[config.mk]
export PLATFORM = sky130hd
export DESIGN_NAME = write_back_stage
export DESIGN_NICKNAME = d
export VERILOG_FILES = /design/src/rtl/write_back_stage.sv
export SDC_FILE = /design/constraint.sdc
export NUM_CORES = 2
export LEC_CHECK = 0
export ABC_CLOCK_PERIOD_IN_PS = 3620
export CORE_AREA = 5 5 510 386
export DETAILED_ROUTE_END_ITERATION = 8
export DIE_AREA = 0 0 515 391
export PLACE_DENSITY = 0.41
export SLEW_MARGIN = 10
export SYNTH_ARGS = -nofsm -noshare
export SYNTH_HDL_FRONTEND = slang
export SYNTH_SLANG_ARGS = --single-unit
export TNS_END_PERCENT = 30
[constraint.sdc]
create_clock -name clock -period 3.62 [get_ports clock]
set_clock_uncertainty 0.1 [all_clocks]
set_input_delay 0.724 -clock clock [delete_from_list [all_inputs] [get_ports clock]]
set_output_delay 0.724 -clock clock [all_outputs]
set_load 0.03 [all_outputs]
[src/rtl/write_back_stage.sv]
// rtl/write_back_stage.sv - write-back stage with 32 x DATA_W architectural register file
//
// Selects the write-back value from the memory stage and commits it to the
// register file. Two asynchronous read ports serve decode. The current write
// is exported for the forwarding unit. Retired valid instructions are counted.
//
// Optional feature macro: WB_BYPASS_EN
//   defined   : write-first bypass from the committing write to both read ports
//   undefined : read ports return stored register contents only
//
// Ports:
//   clock          in   rising-edge clock
//   reset_n        in   asynchronous active-low reset
//   wb_valid       in   live instruction from the memory stage
//   wb_reg_write   in   instruction writes a register
//   wb_mem_to_reg  in   1 = write mem_data, 0 = write ex_data
//   mem_data       in   load data
//   ex_data        in   ALU result
//   wb_rd          in   destination register index
//   rs_addr        in   read port A index
//   rt_addr        in   read port B index
//   rs_data        out  read port A data (combinational)
//   rt_data        out  read port B data (combinational)
//   fwd_we         out  a register write commits this cycle
//   fwd_rd         out  destination index of that write
//   fwd_data       out  value of that write
//   retired_count  out  number of valid instructions retired (wraps)

module write_back_stage #(
    parameter int DATA_W = 32,
    parameter int ADDR_W = 5
) (
    input  logic              clock,
    input  logic              reset_n,
    input  logic              wb_valid,
    input  logic              wb_reg_write,
    input  logic              wb_mem_to_reg,
    input  logic [DATA_W-1:0] mem_data,
    input  logic [DATA_W-1:0] ex_data,
    input  logic [ADDR_W-1:0] wb_rd,
    input  logic [ADDR_W-1:0] rs_addr,
    input  logic [ADDR_W-1:0] rt_addr,
    output logic [DATA_W-1:0] rs_data,
    output logic [DATA_W-1:0] rt_data,
    output logic              fwd_we,
    output logic [ADDR_W-1:0] fwd_rd,
    output logic [DATA_W-1:0] fwd_data,
    output logic [31:0]       retired_count
);

    localparam int NREGS = 1 << ADDR_W;

    logic [DATA_W-1:0] regs_q [NREGS];
    logic [DATA_W-1:0] regs_d [NREGS];
    logic [31:0]       retired_count_q;
    logic [31:0]       retired_count_d;

    logic [DATA_W-1:0] wdata;
    logic              we;

    assign wdata = wb_mem_to_reg ? mem_data : ex_data;

    // Gating with reset_n keeps a write presented during reset from reaching
    // the forwarding unit or the bypass path.
    assign we = reset_n & wb_valid & wb_reg_write & (wb_rd != '0);

    assign fwd_we        = we;
    assign fwd_rd        = wb_rd;
    assign fwd_data      = wdata;
    assign retired_count = retired_count_q;

    always_comb begin
        for (int i = 0; i < NREGS; i++) begin
            regs_d[i] = regs_q[i];
        end
        if (we) begin
            regs_d[wb_rd] = wdata;
        end
        // Register 0 is never stored to, whatever the index logic does.
        regs_d[0] = '0;
    end

    always_comb begin
        retired_count_d = retired_count_q;
        if (wb_valid) begin
            retired_count_d = retired_count_q + 32'd1;
        end
    end

    always_ff @(posedge clock or negedge reset_n) begin
        if (!reset_n) begin
            for (int i = 0; i < NREGS; i++) begin
                regs_q[i] <= '0;
            end
            retired_count_q <= '0;
        end else begin
            for (int i = 0; i < NREGS; i++) begin
                regs_q[i] <= regs_d[i];
            end
            retired_count_q <= retired_count_d;
        end
    end

    // Read ports resolve independently; index 0 is forced to zero even if a
    // bypass could match, since we already excludes wb_rd == 0.
    always_comb begin
        rs_data = '0;
        rt_data = '0;
        if (reset_n) begin
            if (rs_addr != '0) begin
                rs_data = regs_q[rs_addr];
`ifdef WB_BYPASS_EN
                if (we && (rs_addr == wb_rd)) begin
                    rs_data = wdata;
                end
`endif
            end
            if (rt_addr != '0) begin
                rt_data = regs_q[rt_addr];
`ifdef WB_BYPASS_EN
                if (we && (rt_addr == wb_rd)) begin
                    rt_data = wdata;
                end
`endif
            end
        end
    end

endmodule

==> results.sh <==
export IMPL_insertion_delay_ns=0.77
export IMPL_core_um2=191000
export IMPL_min_period_over_period_pct=101
export IMPL_worstRegToRegCells=5
export IMPL_clk_pin_slew_worst_paths_ns=0.06
export IMPL_start_util_pct=27.9
export IMPL_final_nets=5299
export IMPL_worstPathCellList="clkdlybuf4s50_1, nand3b_1, buf_4, buf_4, o32ai_1, buf_4, buf_12"
export IMPL_cts_root_buf="clkbuf_16"
export IMPL_vdd_ir_drop_max_mv=0.387
export IMPL_row_count=139
export IMPL_hp_class="input port to async pin"
export IMPL_slowest_delay_ns=0.50
export IMPL_power_frac_seq_pct=41.7
export IMPL_switchingPower_mw=9.99
export IMPL_grt_pass1_vias=41200
export IMPL_regToRegStartpoint="retired_count[0]"
export IMPL_cp_required_ns=2.80
export IMPL_area_growth_pct=26.8
export IMPL_crit_cells=7
export IMPL_cp_top_family="buffers and inverters"
export IMPL_die_w_um=515
export IMPL_cts_buffers=118
export IMPL_ys_seq_area_share_pct=48.1
export IMPL_reg2reg_slack_ns=1.71
export IMPL_cts_sinks=1024
export IMPL_vias=41900
export IMPL_final_setup_viol_count=8
export IMPL_die_area_um2=201000
export IMPL_pre_cts_ws_ns=-0.482
export IMPL_synthCells=4901
export IMPL_avgViaCountPerCell=5.34
export IMPL_yosys_area_top_type_share_pct=48.1
export IMPL_cp_common_cell="buf_4"
export IMPL_synth_async_reset_ratio_pct=100
export IMPL_tightestPinTransition_ns=1.10
export IMPL_rsz0062_at_grt="true"
export IMPL_power_frac_clock_pct=37.9
export IMPL_dpl_hpwl_mm=147
export IMPL_drv_slew=0
export IMPL_failed_checks="setup timing"
export IMPL_internal_power_mw=23.9
export IMPL_p_sw_share_pct=29.5
export IMPL_outcome="finished with violations"
export IMPL_grt_pass1_wl_mm=326
export IMPL_drive_gt1_share_pct=27.1
export IMPL_worst_slack_ns=-0.0381
export IMPL_numPortBuffers=217
export IMPL_final_common_cell="dfrtp_1"
export IMPL_drt_iter0_drc=4045
export IMPL_ys_seq_elements=1024
export IMPL_synth_edf_count=0
export IMPL_syn_area_um2=53300
export IMPL_synth_cell_types=62
export IMPL_synth_flop_cell="dfrtp_1"
export IMPL_worstSetupEndpoint="rs_data[14]"
export IMPL_drt_total_wl_mm=229
export IMPL_synthTopCellsByArea="dfrtp_1 48%, mux4_2 17%, a21oi_1 8.6%, nor2_1 6.7%, mux2i_1 3.3%"
export IMPL_path_class="input port to output pin"
export IMPL_yosysTopAreaCell="dfrtp_1"
export IMPL_regToRegEndpoint="retired_count[24]"
export IMPL_grt_start_max_net_pins=161
export IMPL_synth_warnings=0
export IMPL_cp_num_buf_inv=5
export IMPL_synth_xor_area_share_pct=0.509
export IMPL_die_h_um=391
export IMPL_crit_arrival_ns=2.83
export IMPL_fin_crit_ns=3.66
export IMPL_clock_path_buffers=3
export IMPL_end_kind="output pin"
export IMPL_worstSetupStartpoint="rs_addr[4]"
export IMPL_h_tree_depth=3
export IMPL_cp_max_fo=6
export IMPL_syn_avg_cell_area_um2=10.9
export IMPL_synth_compound_area_share_pct=14.9
export IMPL_antenna_left=0
export IMPL_cap_violations=0
export IMPL_io_pins=218
export IMPL_wl_per_cell_um=29.2
export IMPL_grt_usage_pct=22.4
export IMPL_slew_headroom_pct=27.0
export IMPL_hold_viol=0
export IMPL_final_cell_mix="1024 x dfrtp_1, 945 x nor2_1, 911 x a21oi_1, 396 x mux4_2, 359 x buf_4"
export IMPL_p_leak_nw=28.7
export IMPL_slowest_stage="clkdlybuf4s50_1"
export IMPL_dr_pass1_iters=6
export IMPL_startpoint_type="input port"
export IMPL_route_detailed_drc=0
export IMPL_synth_top_family_by_area="multiplexers"
export IMPL_p_comb_share_pct=20.4
export IMPL_antenna_found_initial=5
export IMPL_clock_fmax_mhz=273
export IMPL_synth_net_count=4986
export IMPL_gp_congestion=0.814
export IMPL_synthAdderAreaFrac_pct=0.0235
export IMPL_final_util_pct=35.4
export IMPL_synth_simple_area_share_pct=9.76
export IMPL_power_density_nw_per_um2=500
export IMPL_cts_tree="done"
export IMPL_yosys_mux_area_fraction_pct=21.8
export IMPL_grt_remaining_overflow=0
[cell usage after synthesis, types with 6 or more instances]
library cell,number
a2111oi_0,12
a211o_1,10
a211oi_1,36
a21oi_1,920
a221oi_1,80
a22oi_1,78
and3_1,12
buf_1,11
buf_2,197
buf_4,31
buf_6,23
clkbuf_1,235
dfrtp_1,1024
inv_1,40
mux2_2,85
mux2i_1,174
mux4_2,396
nand2_1,162
nand2b_1,11
nand3_1,27
nand3b_1,6
nand4_1,7
nor2_1,958
nor2_2,12
nor2b_1,16
nor3_1,10
nor4_4,11
o21ai_0,130
o21ai_1,8
o221ai_1,19
o22ai_1,35
o31ai_1,28
xnor2_1,26
[metal layers]
layer	vias to the layer above	GRT usage, %	routed length, µm
met4	4	5.85	6490
met3	291	4.00	14000
met2	1328	34.0	101000
met5	-	0	21
met1	21800	33.0	107000
li1	18500	-	-
[power groups by stage]
stage	Combinational (mW)	Clock, mW	Sequential [mW]
global placement	6.58	0	14.2
finish	6.90	12.8	14.1
detailed placement	6.65	0	14.3
global route	7.43	13.5	14.3
CTS	6.85	13.1	14.1
floorplan	4.01	0	14.0
[flip-flops by register name, indices dropped and copies added, names as in the netlist]
register and cells:
regs_q 992, retired_count 32
[through the flow]
step	setup TNS [ns]	hold slack, ns	power, mW	instance area [µm²]	cells
2_1_floorplan	0	0.328	18.0	53300	4901
3_3_place_gp	-7.52	0.362	20.8	62200	7601
3_5_place_dp	-6.97	0.376	20.9	62200	7601
4_1_cts	-0.158	0.142	34.0	67300	7848
5_1_grt	-0.691	0.158	35.3	67600	7851
6_report	-0.152	0.174	33.8	67600	7851
[final cells by class]
| type | count | area (µm²) |
|---|---|---|
| tap | 2538 | 3180 |
| inverter | 42 | 161 |
| timing repair buffer | 696 | 8150 |
| clock buffer | 182 | 3670 |
| sequential | 1024 | 25600 |
| multi-input combinational | 3332 | 26400 |
| antenna | 1 | 2.50 |
| fill | 18800 | 123000 |
| clock inverter | 36 | 463 |
[logic make-up after synthesis]
group	after synthesis
muxes	655
and+or+nand+nor	1254
AOI/OAI and AO/OA	1391
xor gates and xnor gates	31
buffers and inverters	545
DFF	1024
adders and majority gates	1
[worst min path at each step]
stage	start	endpoint	cells after the start
finish	reset_n	regs_q[857]	2
global route	reset_n	retired_count[7]	3
CTS	reset_n	retired_count[7]	3
detailed placement	retired_count[31]	retired_count[31]	1
global placement	retired_count[31]	retired_count[31]	1
floorplan	reset_n	regs_q[0]	0
[what timing repair did]
action	in CTS	in global routing
gates cloned	4	1
buffers inserted	21	1
pin swaps	12	10
endpoints found under the setup margin	50	48
gates resized for setup	122	54
hold endpoints to repair	43	0
hold buffers	5	0
(Power assumes the default switching activity.)
